**src/rtl/lab_output_block_if.sv**
```systemverilog
// Signal bundle between a LAB output block and the logic that drives it:
// macrocell terms and configuration stream in, macrocell outputs and load status out.
interface lab_output_block_if #(
  parameter int MACROCELL_COUNT = 16
);
  logic [MACROCELL_COUNT-1:0] sum_term;
  logic [MACROCELL_COUNT-1:0] secondary_term;
  logic [MACROCELL_COUNT-1:0] clock_enable;
  logic [MACROCELL_COUNT-1:0] sync_clear;
  logic [MACROCELL_COUNT-1:0] sync_preset;
  logic                       cfg_shift_en;
  logic                       cfg_data_in;
  logic                       cfg_commit;
  logic [MACROCELL_COUNT-1:0] pia_feedback;
  logic [MACROCELL_COUNT-1:0] io_out;
  logic                       cfg_done;
  logic                       cfg_error;

  modport master (
    output sum_term, secondary_term, clock_enable, sync_clear, sync_preset,
    output cfg_shift_en, cfg_data_in, cfg_commit,
    input  pia_feedback, io_out, cfg_done, cfg_error
  );

  modport slave (
    input  sum_term, secondary_term, clock_enable, sync_clear, sync_preset,
    input  cfg_shift_en, cfg_data_in, cfg_commit,
    output pia_feedback, io_out, cfg_done, cfg_error
  );
endinterface

```
**src/rtl/lab_output_block.sv**
```systemverilog
// LAB output block: per-macrocell D/T/JK/SR registers with a serially loaded, atomically
// committed configuration. Define LAB_OUTPUT_PARITY_EN for an even-parity-checked load.
module lab_output_block #(
  parameter int MACROCELL_COUNT    = 16,
  parameter int CONFIG_BITS_PER_MC = 4
) (
  input logic               clk,
  input logic               reset,
  lab_output_block_if.slave bus
);

  localparam int ConfigBitCount = MACROCELL_COUNT * CONFIG_BITS_PER_MC;
`ifdef LAB_OUTPUT_PARITY_EN
  localparam int LoadBitCount = ConfigBitCount + 1;
`else
  localparam int LoadBitCount = ConfigBitCount;
`endif
  localparam int CountWidth = $clog2(LoadBitCount + 1);
  localparam logic [CountWidth-1:0] LoadBitsC = CountWidth'(LoadBitCount);

  typedef enum logic [1:0] {IDLE, SHIFTING, READY} load_state_e;

  load_state_e                state_q, state_d;
  logic [CountWidth-1:0]      count_q, count_d, count_inc;
  logic [ConfigBitCount-1:0]  shadow_q, shadow_d;
  logic [ConfigBitCount-1:0]  active_q, active_d;
  logic [MACROCELL_COUNT-1:0] mc_q, mc_d;
  logic                       done_q, done_d;
  logic                       error_q, error_d;

  logic                       last_bit, load_ok, commit_gate;
  logic                       shadow_shift, commit_ok, error_set;
  logic [1:0]                 ff_type [MACROCELL_COUNT];
  logic [MACROCELL_COUNT-1:0] bypass, invert, out_vec;

  assign count_inc = count_q + CountWidth'(1);
  assign last_bit  = (state_q == SHIFTING) && bus.cfg_shift_en && (count_inc == LoadBitsC);

`ifdef LAB_OUTPUT_PARITY_EN
  logic parity_q, parity_d;

  // Final bit of the stream is even parity over the shadow contents it follows.
  assign load_ok     = ~(^shadow_q ^ bus.cfg_data_in);
  assign commit_gate = ~(^shadow_q ^ parity_q);
  assign parity_d    = last_bit ? bus.cfg_data_in : parity_q;

  always_ff @(posedge clk or posedge reset) begin
    if (reset) parity_q <= 1'b0;
    else       parity_q <= parity_d;
  end
`else
  assign load_ok     = 1'b1;
  assign commit_gate = 1'b1;
`endif

  always_ff @(posedge clk or posedge reset) begin
    if (reset) begin
      state_q <= IDLE;
      count_q <= '0;
    end else begin
      state_q <= state_d;
      count_q <= count_d;
    end
  end

  always_comb begin
    state_d = state_q;
    count_d = count_q;
    case (state_q)
      IDLE: begin
        if (bus.cfg_shift_en) begin
          state_d = SHIFTING;
          count_d = CountWidth'(1);
        end
      end
      SHIFTING: begin
        if (bus.cfg_shift_en) begin
          count_d = count_inc;
          if (last_bit) begin
            if (load_ok) begin
              state_d = READY;
            end else begin
              state_d = IDLE;
              count_d = '0;
            end
          end
        end
      end
      READY: begin
        if (bus.cfg_shift_en || bus.cfg_commit) begin
          state_d = IDLE;
          count_d = '0;
        end
      end
      default: begin
        state_d = IDLE;
        count_d = '0;
      end
    endcase
  end

  always_comb begin
    shadow_shift = bus.cfg_shift_en;
    commit_ok    = 1'b0;
    error_set    = 1'b0;
`ifdef LAB_OUTPUT_PARITY_EN
    if (last_bit) shadow_shift = 1'b0;
`endif
    if (bus.cfg_commit && ((state_q != READY) || bus.cfg_shift_en)) error_set = 1'b1;
    if (bus.cfg_shift_en && (state_q == READY)) error_set = 1'b1;
    if (last_bit && !load_ok) error_set = 1'b1;
    if ((state_q == READY) && bus.cfg_commit && !bus.cfg_shift_en && commit_gate) commit_ok = 1'b1;
  end

  always_comb begin
    shadow_d = shadow_shift ? {shadow_q[ConfigBitCount-2:0], bus.cfg_data_in} : shadow_q;
    active_d = commit_ok ? shadow_q : active_q;
    done_d   = commit_ok;
    error_d  = error_q | error_set;
  end

  always_comb begin
    for (int i = 0; i < MACROCELL_COUNT; i++) begin
      ff_type[i] = active_q[CONFIG_BITS_PER_MC*i +: 2];
      bypass[i]  = active_q[CONFIG_BITS_PER_MC*i + 2];
      invert[i]  = active_q[CONFIG_BITS_PER_MC*i + 3];
    end
  end

  // Clear beats preset beats enable; the register keeps running while bypassed.
  always_comb begin
    mc_d = mc_q;
    for (int i = 0; i < MACROCELL_COUNT; i++) begin
      if (bus.sync_clear[i]) begin
        mc_d[i] = 1'b0;
      end else if (bus.sync_preset[i]) begin
        mc_d[i] = 1'b1;
      end else if (bus.clock_enable[i]) begin
        case (ff_type[i])
          2'b00: mc_d[i] = bus.sum_term[i];
          2'b01: mc_d[i] = mc_q[i] ^ bus.sum_term[i];
          2'b10: begin
            case ({bus.sum_term[i], bus.secondary_term[i]})
              2'b00:   mc_d[i] = mc_q[i];
              2'b01:   mc_d[i] = 1'b0;
              2'b10:   mc_d[i] = 1'b1;
              default: mc_d[i] = ~mc_q[i];
            endcase
          end
          default: begin
            case ({bus.sum_term[i], bus.secondary_term[i]})
              2'b00:   mc_d[i] = mc_q[i];
              2'b10:   mc_d[i] = 1'b1;
              default: mc_d[i] = 1'b0;
            endcase
          end
        endcase
      end
    end
  end

  always_ff @(posedge clk or posedge reset) begin
    if (reset) begin
      shadow_q <= '0;
      active_q <= '0;
      mc_q     <= '0;
      done_q   <= 1'b0;
      error_q  <= 1'b0;
    end else begin
      shadow_q <= shadow_d;
      active_q <= active_d;
      mc_q     <= mc_d;
      done_q   <= done_d;
      error_q  <= error_d;
    end
  end

  assign out_vec          = ((bypass & bus.sum_term) | (~bypass & mc_q)) ^ invert;
  assign bus.pia_feedback = out_vec;
  assign bus.io_out       = out_vec;
  assign bus.cfg_done     = done_q;
  assign bus.cfg_error    = error_q;

endmodule

```
**src/flat_wrapper.sv**
```systemverilog
// flat-port wrapper written by rule: the top's interface ports become plain ports
module lab_output_block_flat 
#(
  parameter int MACROCELL_COUNT    = 16,
  parameter int CONFIG_BITS_PER_MC = 4
)
  (clk, reset, bus_sum_term, bus_secondary_term, bus_clock_enable, bus_sync_clear, bus_sync_preset, bus_cfg_shift_en, bus_cfg_data_in, bus_cfg_commit, bus_pia_feedback, bus_io_out, bus_cfg_done, bus_cfg_error);
  lab_output_block_if #(.MACROCELL_COUNT(MACROCELL_COUNT)) bus_i ();
  input logic clk;
  input logic reset;
  input wire logic [$bits(bus_i.sum_term)-1:0] bus_sum_term;
  input wire logic [$bits(bus_i.secondary_term)-1:0] bus_secondary_term;
  input wire logic [$bits(bus_i.clock_enable)-1:0] bus_clock_enable;
  input wire logic [$bits(bus_i.sync_clear)-1:0] bus_sync_clear;
  input wire logic [$bits(bus_i.sync_preset)-1:0] bus_sync_preset;
  input wire logic [$bits(bus_i.cfg_shift_en)-1:0] bus_cfg_shift_en;
  input wire logic [$bits(bus_i.cfg_data_in)-1:0] bus_cfg_data_in;
  input wire logic [$bits(bus_i.cfg_commit)-1:0] bus_cfg_commit;
  output wire logic [$bits(bus_i.pia_feedback)-1:0] bus_pia_feedback;
  output wire logic [$bits(bus_i.io_out)-1:0] bus_io_out;
  output wire logic [$bits(bus_i.cfg_done)-1:0] bus_cfg_done;
  output wire logic [$bits(bus_i.cfg_error)-1:0] bus_cfg_error;
  assign bus_i.sum_term = bus_sum_term;
  assign bus_i.secondary_term = bus_secondary_term;
  assign bus_i.clock_enable = bus_clock_enable;
  assign bus_i.sync_clear = bus_sync_clear;
  assign bus_i.sync_preset = bus_sync_preset;
  assign bus_i.cfg_shift_en = bus_cfg_shift_en;
  assign bus_i.cfg_data_in = bus_cfg_data_in;
  assign bus_i.cfg_commit = bus_cfg_commit;
  assign bus_pia_feedback = bus_i.pia_feedback;
  assign bus_io_out = bus_i.io_out;
  assign bus_cfg_done = bus_i.cfg_done;
  assign bus_cfg_error = bus_i.cfg_error;
  lab_output_block #(.MACROCELL_COUNT(MACROCELL_COUNT), .CONFIG_BITS_PER_MC(CONFIG_BITS_PER_MC)) u_core (.clk(clk), .reset(reset), .bus(bus_i));
endmodule
```
**config.mk**
```make
export PLATFORM = sky130hd
export DESIGN_NAME = lab_output_block_flat
export DESIGN_NICKNAME = d
export VERILOG_FILES = /design/src/rtl/lab_output_block_if.sv /design/src/rtl/lab_output_block.sv /design/src/flat_wrapper.sv
export SDC_FILE = /design/constraint.sdc
export NUM_CORES = 1
export LEC_CHECK = 0
export ABC_AREA = 1
export CAP_MARGIN = 0
export CORE_ASPECT_RATIO = 1.75
export CORE_MARGIN = 10
export CORE_UTILIZATION = 50
export CTS_BUF_LIST = sky130_fd_sc_hd__clkbuf_4
export DETAILED_ROUTE_END_ITERATION = 6
export DONT_BUFFER_PORTS = 1
export GPL_TIMING_DRIVEN = 1
export PLACE_DENSITY_LB_ADDON = 0.3
export SYNTH_ARGS = -nofsm -noshare
export SYNTH_HDL_FRONTEND = slang
export SYNTH_SLANG_ARGS = --single-unit
```
**constraint.sdc**
```tcl
create_clock -name clk -period 6.2 [get_ports clk]
set_clock_uncertainty 0.15 [all_clocks]
set_input_delay 0.62 -clock clk [delete_from_list [all_inputs] [get_ports clk]]
set_output_delay 0.62 -clock clk [all_outputs]
set_load 0.01 [all_outputs]
```
==> run_results.csv <==
group,metric,value,unit
power,powerDensity,229,nW/um2
finish,layout.cells.non_filler,1129,
timing,setup_violations,0,
floorplan,die_x,116,um
yosys,synth_compound_area_share,17.6,%
finish,drive_above_1_share,11.7,%
routing,drc,0,
finish,fin_nets,1046,
placement,hpwl,10400,um
floorplan,die_area,21900,um2
yosys,synth_top_family_by_area,"compound AO/OA/AOI/OAI gates",
routing,via_per_inst,5.13,
routing,drtAntennaViolNets,0,
hold_path,hp-class,"in -> async",
global_route,grt_pass1_vias,5634,
floorplan,die_y,188,um
global_route,grt_max_degree,130,
floorplan,io-pin-count,119,
clock_tree,cts_max_path_buffers,2,
yosys,yosysSeqAreaShare,47.9,%
timing,fin_crit_sh,39.8,%
global_route,groute.usage.overall,13.8,%
yosys,yosys_register_bits,155,
clock_tree,clk_latency,520,ps
power,leakage,4.01,nW
yosys,post-synth-top-area-cell,"dfrtp_1",
routing,wl_per_cell,13.1,um
yosys,synth_edf_count,0,
timing,fmax,406,MHz
power,ir_worst_vdd,0.126,mV
routing,first_pass_iters,4,
floorplan,fp.coreArea,15900,um2
worst_setup_path,worstSetupPathType,"reg -> reg",
routing,drt_wl_total,14800,um
floorplan,rows,61,
worst_setup_path,cpPeakStageDelay,650,ps
timing,rsz0062_at_grt,"false",
worst_setup_path,cp_cell_sequence,"nor2_4 -> nand3_4 -> buf_4 -> nand2_1 -> o21ai_2",
clock_tree,clk_pin_slew,120,ps
global_route,antenna_found_initial,1,
clock_tree,htreeDepth,4,
yosys,syn_nets,1066,
clock_tree,cts_setup_buffers,0,
yosys,yosysMostFrequentCell,"nand2_1",
timing,slew_viol_final,0,
outcome,status,"complete, but fails checks",
timing,timing.slew.headroom,36.4,%
power,power.total,1.90,mW
routing,drt_iter0_drc,239,
timing,whs,-17.1,ps
clock_tree,ctsResizeCount,0,
yosys,synth_common_cells,"nand2_1, dfrtp_1, inv_1",
yosys,synth-adder-area-share,5.25,%
timing,worst_slew_pin_slew,955,ps
global_route,grt_pass1_wl,25100,um
placement,dpl.cell_count,1094,
timing,hold_viol,8,
yosys,synthDistinctLibCells,30,
worst_setup_path,arrival,2710,ps
yosys,synth.area.top_cells,"dfrtp_1, nand2_1, o21ai_0, inv_1, o21ai_2",
clock_tree,ctsRootBufferMaster,"clkbuf_4",
yosys,async_reset_ff_share,100,%
worst_setup_path,slowest_stage,"buf_4",
timing,final.setup.tns,0,ps
finish,syn_to_final_growth,2.39,%
floorplan,initial_core_util,51.1,%
worst_setup_path,worstPathMaxFanout,70,
clock_tree,holdBufCountCts,1,
worst_setup_path,cp.required,6450,ps
yosys,synth_top_area_share,47.9,%
yosys,synthMuxAreaShare,0,%
yosys,synth_xor_area_share,1.84,%
finish,design_area,8300,um2
placement,place_congestion,0.831,
timing,period_needed,2470,ps
yosys,avgSynthCellArea,8.56,um2
flow_run,max_cap_violations,0,
clock_tree,cts.sinks,155,
worst_setup_path,start_kind,"flip-flop",
placement,place_area,8030,um2
clock_tree,tritoncts,"done",
clock_tree,cts_buffers,17,
routing,via_count,5790,
yosys,synth_flop_cell,"dfrtp_1",
placement,port-buffer-count,0,
outcome,failed_checks,"negative hold slack",
worst_setup_path,worstSetupEndpointType,"flip-flop",
global_route,grt_overflow,0,
yosys,yosys_warnings,0,
yosys,syn_area,8110,um2
yosys,yosys.area_share.simple,16.5,%
yosys,synthCells,947,
-- where the power goes --
group | total [mW] | switching (mW) | internal, mW
Clock | 0.541 | 0.345 | 0.196
Sequential | 1.14 | 0.0511 | 1.09
Combinational | 0.222 | 0.152 | 0.0703
-- placed cells by master (no fill, tap or decap), types with 11 or more instances in the layout --
cell type and instances:
dfrtp_1 155, a21oi_1 29, ha_1 34, o21ai_0 116
clkbuf_4 18, inv_1 141, xor2_1 11, nand2_1 216
nand2_2 17, nand3_1 39, o21ai_2 50, nor2_1 38
-- flip-flops by register name, summed over array words and instances (netlist names) --
signal,count
u_core.mc_q,16
u_core.bus.cfg_done,1
u_core.shadow_q,64
u_core.state_q,2
u_core.active_q,64
u_core.count_q,7
u_core.bus.cfg_error,1
-- final cells by class --
cell class	instances	area, um2
timing repair buffer	5	45.0
multi-input combinational	604	3350
antenna	1	2.50
fill	1513	7580
inverter	144	546
clock inverter	13	105
sequential	155	3880
clock buffer	18	135
tap	189	236
-- path summary, 6_finish.rpt --
kind / startpoint / to / slack [ps] / cells after the start
worst max-delay path: u_core.state_q[0] / u_core.active_q[27] / 3730 / 5
worst min-delay path: reset / u_core.mc_q[3] / -20 / 1
worst max register to register: u_core.state_q[0] / u_core.active_q[27] / 3730 / 5
worst min register to register: u_core.shadow_q[28] / u_core.shadow_q[29] / 340 / 2
max in group asynchronous: reset / u_core.count_q[0] / 4770 / 2
min in group clk: bus_cfg_shift_en / u_core.shadow_q[3] / 60 / 2
-- per-stage QoR --
step	setup WS (ps)	util [%]
after global routing	3500	52.3
final	3730	52.3
after detailed placement	3540	50.6
after floorplan	1250	-
after CTS	3690	52.1
after global placement	3590	50.6
-- layer usage --
layer  GRT usage (%)  vias to the layer above  share of wire, %
met4            4.16                        0               1.1
met2            23.5                       90                52
met5               0                        -                 0
met1            15.9                     2711                42
met3            4.26                       10               4.8
li1                -                     2979                 -
-- kinds of logic (layout without fill, tap and decap cells) --
group / after synthesis / in the layout
buffers and inverters: 188 / 180
and+or+nand+nor: 321 / 321
other: 0 / 1
DFF: 155 / 155
AOI/OAI and AO/OA: 232 / 232
xor gates and xnor gates: 17 / 17
adders and majority gates: 34 / 34
-- worst max-delay path: cells and delay by family (launching register included) --
family,cells,cell delay (ps)
simple gates,3,960
buf+inv,1,650
flops,1,460
compound gates,1,60
Power figures use the tool's default switching activity.
